<file path="config.mk">
export PLATFORM = sky130hd
export DESIGN_NAME = m_bus_bridge
export DESIGN_NICKNAME = d
export VERILOG_FILES = /design/src/rtl/m_bus_bridge.sv
export SDC_FILE = /design/constraint.sdc
export NUM_CORES = 1
export LEC_CHECK = 0
export ABC_AREA = 1
export ABC_CLOCK_PERIOD_IN_PS = 3900
export BUFFER_PORTS_ARGS = -buffer_cell sky130_fd_sc_hd__buf_2
export CAP_MARGIN = 20
export CORE_MARGIN = 10
export CORE_UTILIZATION = 41
export CTS_CLUSTER_SIZE = 25
export DETAILED_ROUTE_END_ITERATION = 7
export PLACE_DENSITY = 0.78
export SYNTH_ARGS = -nofsm -noshare
export SYNTH_HDL_FRONTEND = slang
export SYNTH_SLANG_ARGS = --single-unit
</file>
<file path="constraint.sdc">
create_clock -name clk -period 3.9 [get_ports clk]
set_input_delay 0.39 -clock clk [delete_from_list [all_inputs] [get_ports clk]]
set_output_delay 0.39 -clock clk [all_outputs]
set_load 0.01 [all_outputs]
</file>
<file path="src/rtl/m_bus_bridge.sv">
// Memory-stage bus bridge: decodes the M-stage address, runs one registered
// req/ack transaction to the selected slave and stalls the pipeline until it completes.
module m_bus_bridge #(
    parameter int SLAVES  = 6,
    parameter int TIMEOUT = 255
) (
    input  logic                 clk,
    input  logic                 reset_n,
    input  logic [31:0]          m_addr,
    input  logic [31:0]          m_wdata,
    input  logic [3:0]           m_byteen,
    input  logic                 m_load,
    input  logic                 m_store,
    input  logic                 m_exc,
    output logic [31:0]          m_rdata,
    output logic                 m_stall,
    output logic                 bus_err,
    output logic                 dev_req,
    output logic [SLAVES-1:0]    dev_sel,
    output logic [31:0]          dev_addr,
    output logic [31:0]          dev_wdata,
    output logic [3:0]           dev_byteen,
    output logic                 dev_we,
    input  logic [SLAVES-1:0]    dev_ack,
    input  logic [32*SLAVES-1:0] dev_rdata
);

    localparam int CW = $clog2(TIMEOUT) + 1;
    localparam logic [CW-1:0] CNT_LAST = CW'(TIMEOUT - 1);

    typedef enum logic [1:0] {IDLE, BUSY, DONE} state_t;

    state_t              state_q, state_d;
    logic                req_q, req_d;
    logic [SLAVES-1:0]   sel_q, sel_d;
    logic                we_q, we_d;
    logic [3:0]          be_q, be_d;
    logic [31:0]         addr_q, addr_d;
    logic [31:0]         wdata_q, wdata_d;
    logic [CW-1:0]       cnt_q, cnt_d;
    logic [31:0]         hold_q, hold_d;
    logic                err_q, err_d;

    logic [SLAVES-1:0]   hitVec;
    logic                valid;
    logic [SLAVES-1:0]   ackSeen;
    logic [31:0]         ackData;

    // Inclusive full-width range compare; DM starts at address 0.
    always_comb begin
        hitVec    = '0;
        hitVec[0] = (m_addr <= 32'h0000_2FFF);
        hitVec[1] = (m_addr >= 32'h0000_7F00) && (m_addr <= 32'h0000_7F0B);
        hitVec[2] = (m_addr >= 32'h0000_7F30) && (m_addr <= 32'h0000_7F3F);
        hitVec[3] = (m_addr >= 32'h0000_7F50) && (m_addr <= 32'h0000_7F57);
        hitVec[4] = (m_addr >= 32'h0000_7F60) && (m_addr <= 32'h0000_7F67);
        hitVec[5] = (m_addr >= 32'h0000_7F68) && (m_addr <= 32'h0000_7F6B);
    end

    assign valid   = (m_load | (m_store & (|m_byteen))) & ~m_exc & $onehot(hitVec);
    assign ackSeen = dev_ack & sel_q;

    always_comb begin
        ackData = '0;
        for (int i = 0; i < SLAVES; i++) begin
            if (ackSeen[i]) begin
                ackData = ackData | dev_rdata[32*i +: 32];
            end
        end
    end

    // Next-state and pipeline-facing outputs; an ack beats a coincident timeout.
    always_comb begin
        state_d = state_q;
        req_d   = req_q;
        sel_d   = sel_q;
        we_d    = we_q;
        be_d    = be_q;
        addr_d  = addr_q;
        wdata_d = wdata_q;
        cnt_d   = cnt_q;
        hold_d  = hold_q;
        err_d   = err_q;
        m_stall = 1'b0;
        m_rdata = 32'h0;
        bus_err = 1'b0;
        case (state_q)
            IDLE: begin
                m_stall = valid & reset_n;
                if (valid) begin
                    state_d = BUSY;
                    req_d   = 1'b1;
                    sel_d   = hitVec;
                    we_d    = m_store;
                    be_d    = m_store ? m_byteen : 4'h0;
                    addr_d  = {m_addr[31:2], 2'b00};
                    wdata_d = m_wdata;
                    cnt_d   = '0;
                    err_d   = 1'b0;
                end
            end
            BUSY: begin
                m_stall = 1'b1;
                if (|ackSeen) begin
                    hold_d  = ackData;
                    state_d = DONE;
                    req_d   = 1'b0;
                    sel_d   = '0;
                    we_d    = 1'b0;
                    be_d    = 4'h0;
                end else if (cnt_q == CNT_LAST) begin
                    hold_d  = 32'h0;
                    err_d   = 1'b1;
                    state_d = DONE;
                    req_d   = 1'b0;
                    sel_d   = '0;
                    we_d    = 1'b0;
                    be_d    = 4'h0;
                end else begin
                    cnt_d = cnt_q + 1'b1;
                end
            end
            DONE: begin
                m_rdata = hold_q;
                bus_err = err_q;
                state_d = IDLE;
            end
            default: state_d = IDLE;
        endcase
    end

    always_ff @(posedge clk or negedge reset_n) begin
        if (!reset_n) begin
            state_q <= IDLE;
            req_q   <= 1'b0;
            sel_q   <= '0;
            we_q    <= 1'b0;
            be_q    <= 4'h0;
            addr_q  <= 32'h0;
            wdata_q <= 32'h0;
            cnt_q   <= '0;
            hold_q  <= 32'h0;
            err_q   <= 1'b0;
        end else begin
            state_q <= state_d;
            req_q   <= req_d;
            sel_q   <= sel_d;
            we_q    <= we_d;
            be_q    <= be_d;
            addr_q  <= addr_d;
            wdata_q <= wdata_d;
            cnt_q   <= cnt_d;
            hold_q  <= hold_d;
            err_q   <= err_d;
        end
    end

    assign dev_req    = req_q;
    assign dev_sel    = sel_q;
    assign dev_we     = we_q;
    assign dev_byteen = be_q;
    assign dev_addr   = addr_q;
    assign dev_wdata  = wdata_q;

endmodule

</file>
==> metrics.cfg <==
[outcome]
status=finished, final reports clean

[grt]
grt_first_pass_wirelength_mm=45.50
grt_pass1_vias=8094
gr-total-overflow=0
grt_util_all_layers_pct=26.36
grt_max_degree=63
antenna_found_initial=13

[floorplan]
fp.dieW_um=148.0
die_h_um=148.0
io_pins=381
num_rows=46
start_util_pct=42.12
die_area_um2=21900
coreArea_um2=15940

[power_and_ir_drop]
power.density_nw_per_um2=307.0
p_leak_nw=5.616
ir_drop_uv=245.0

[clock_network]
hold_buffers=0
cts_tree=built
clock-sinks=118
cts_buffer_depth=2
cts_max_level=4
cts_made_buffers=17
cts.reportedPaths.clkPinSlew_ns=0.06
cts-root-buf=clkbuf_16
clkLatencyLatePin_ns=0.42

[worst_hold_path]
hold_class=input port to flip-flop
min_path_cells=3
holdPathEnd=dev_wdata[11]
hp-start=m_wdata[11]

[yosys]
synthCells=972
ys_seq_area_share_pct=43.97
avgSynthCellArea_um2=6.909
synth_warnings=0
syn-cell-area_um2=6715
synth_seq_cells=118
synth.distinct_cells=28

[critical_path]
end_kind=output pin
worstReg2RegStart=state_q[1]
crit_fanout=4
start_kind=input port
critPathArrivalTime_ns=3.48
worst-r2r-setup-slack_ns=1.77
worstPathRequired_ns=3.51
rr_worst_depth=6
r2r_end=hold_q[26]
crit_type=input port to output pin

[route]
route.detailed.drc=0
post_drt_via_cell_ratio=5.187
postRouteAntennaNets=0
routedWlPerCell_um=19.21
routed_wirelength_mm=30.71
drt-initial-drc-count=681
vias=8294
dr.pass1.iters=5

[placement]
place_area_um2=8942
place.gp.congestion=0.9448
hpwlAfterDp_mm=23.27
io_buffers=378
place_inst=1543

[cells_and_area]
num-fill-cells=1469
multi_input_area_um2=3377
final_cell_mix=379 x nand2_1, 361 x buf_2, 127 x nand3_1, 118 x dfrtp_1, 60 x nor2_1
fin_area_um2=9906
final-seq-area_um2=2953
drive_gt1_share_pct=36.32
layout.nets=1635
final_common_cell=nand2_1
fin_cells=1599
fin_util_pct=62.13
syn2layout_area_growth_pct=47.51

[sta]
max_slew_margin_pct=47.19
setup_viol=0
final.period_utilization_pct=99.30
drv_slew=0
rsz0062_at_grt=true
fin_skew_ns=0.01254
hold_viol_final=0
fmax_mhz=258.2
post-route-min-period_ns=3.873
worst_pin_slew_ns=0.7921

[run]
maxCapViolCount=0

[worst max-delay path by stage]
stage                    start             to  slack (ns)
finish               m_addr[7]        m_stall        0.03
global route         m_addr[7]        m_stall       -0.22
CTS                  m_addr[7]        m_stall        0.02
detailed placement  m_addr[12]  dev_byteen[3]       -0.16
global placement    m_addr[12]  dev_byteen[2]       -0.05
floorplan           m_addr[15]        m_stall       0.004
[cells by family (layout without fill, tap and decap cells)]
kind of cell | Yosys count | after routing | share of synthesized area, %
AO/OA/AOI/OAI | 76 | 76 | 5.795
other | 1 | 14 | 0.05584
flip-flops | 118 | 118 | 43.97
buffers and inverters | 125 | 523 | 7.565
adder cells (fa/ha/maj) | 6 | 6 | 1.453
AND/OR/NAND/NOR | 642 | 642 | 40.64
XOR/XNOR | 4 | 4 | 0.5218
[Yosys cell counts]
master | n | area, um2
nand2_1 | 385 | 1445
nand3_1 | 128 | 640.6
dfrtp_1 | 118 | 2953
nor2_1 | 70 | 262.8
inv_1 | 60 | 225.2
o21ai_0 | 45 | 225.2
nand4_1 | 44 | 275.3
clkbuf_1 | 36 | 135.1
o21ai_1 | 27 | 135.1
buf_2 | 19 | 95.09
buf_4 | 4 | 30.03
nand2_2 | 4 | 25.02
buf_1 | 3 | 11.26
fa_1 | 3 | 60.06
ha_1 | 3 | 37.54
inv_2 | 3 | 11.26
nor2_2 | 3 | 18.77
nor3_1 | 2 | 10.01
nor3b_1 | 2 | 15.01
nor4_1 | 2 | 12.51
o21bai_1 | 2 | 15.01
xnor2_1 | 2 | 17.52
xor2_1 | 2 | 17.52
a21oi_1 | 1 | 5.000
a21oi_2 | 1 | 8.760
conb_1 | 1 | 3.750
nand3b_1 | 1 | 7.510
nor3_4 | 1 | 16.27
[area by class of cell]
class / count / share of cell area, %
Multi-Input combinational cell: 730 / 34.09
Sequential cell: 118 / 29.81
Timing Repair Buffer: 428 / 24.74
Clock buffer: 19 / 4.471
Tap cell: 216 / 2.728
Inverter: 63 / 2.387
Clock inverter: 13 / 1.465
Antenna cell: 12 / 0.3031
[stage by stage]
stage	total power [mW]	hold slack (ns)	setup WS, ns	TNS (ns)
after global placement	1.467	0.4489	-0.04558	-0.6464
after global routing	3.143	0.1652	-0.2179	-0.2662
after detailed placement	1.468	0.4540	-0.1575	-5.672
after floorplan	1.281	0.09441	0.003541	0
after CTS	3.034	0.1546	0.01810	0
final	3.042	0.1644	0.02749	0
[registers in the layout (all words and copies together), names as in the netlist]
register / count
state_q: 2
err_q: 1
dev_sel: 6
dev_we: 1
cnt_q: 9
dev_wdata: 32
dev_byteen: 4
dev_req: 1
hold_q: 32
dev_addr: 30
[critical path, stage by stage]
cell and delay, ns:
buf_4 0.13, inv_2 0.07, nand4_1 0.16, nor2_2 0.14, inv_1 0.05, nand4_1 0.10, nor2_2 0.06, fa_1 0.53
inv_2 0.04, fa_1 0.48, inv_1 0.05, ha_2 0.17, fa_1 0.44, nor2_1 0.10, nand3_1 0.11, a21oi_4 0.14
nand3b_1 0.09, nand2_1 0.08, buf_2 0.13
[what timing repair did]
action / CTS / global route
resized for setup: 4 / 53
pin swaps: 1 / 29
setup buffers: 2 / 8
setup endpoints to repair: 1 / 49
[report_power, final]
part	total [mW]	internal [mW]	switching [mW]	leakage, nW
clock	1.57	0.964	0.603	0.281
sequential	1.23	1.22	0.000133	1.64
combinational	0.250	0.128	0.121	3.69
total	3.04	2.32	0.724	5.62
[metal layers]
| metal | global-route usage [%] | routed length, um | vias to the layer above | share of wire [%] |
|---|---|---|---|---|
| met1 | 31.17 | 11740 | 3852 | 38 |
| met3 | 9.188 | 3184 | 73 | 10 |
| met5 | 0 | 18 | - | 0.059 |
| met2 | 42.03 | 14640 | 451 | 48 |
| li1 | - | - | 3914 | - |
| met4 | 12.39 | 1137 | 4 | 3.7 |
Power figures use the tool's default switching activity.
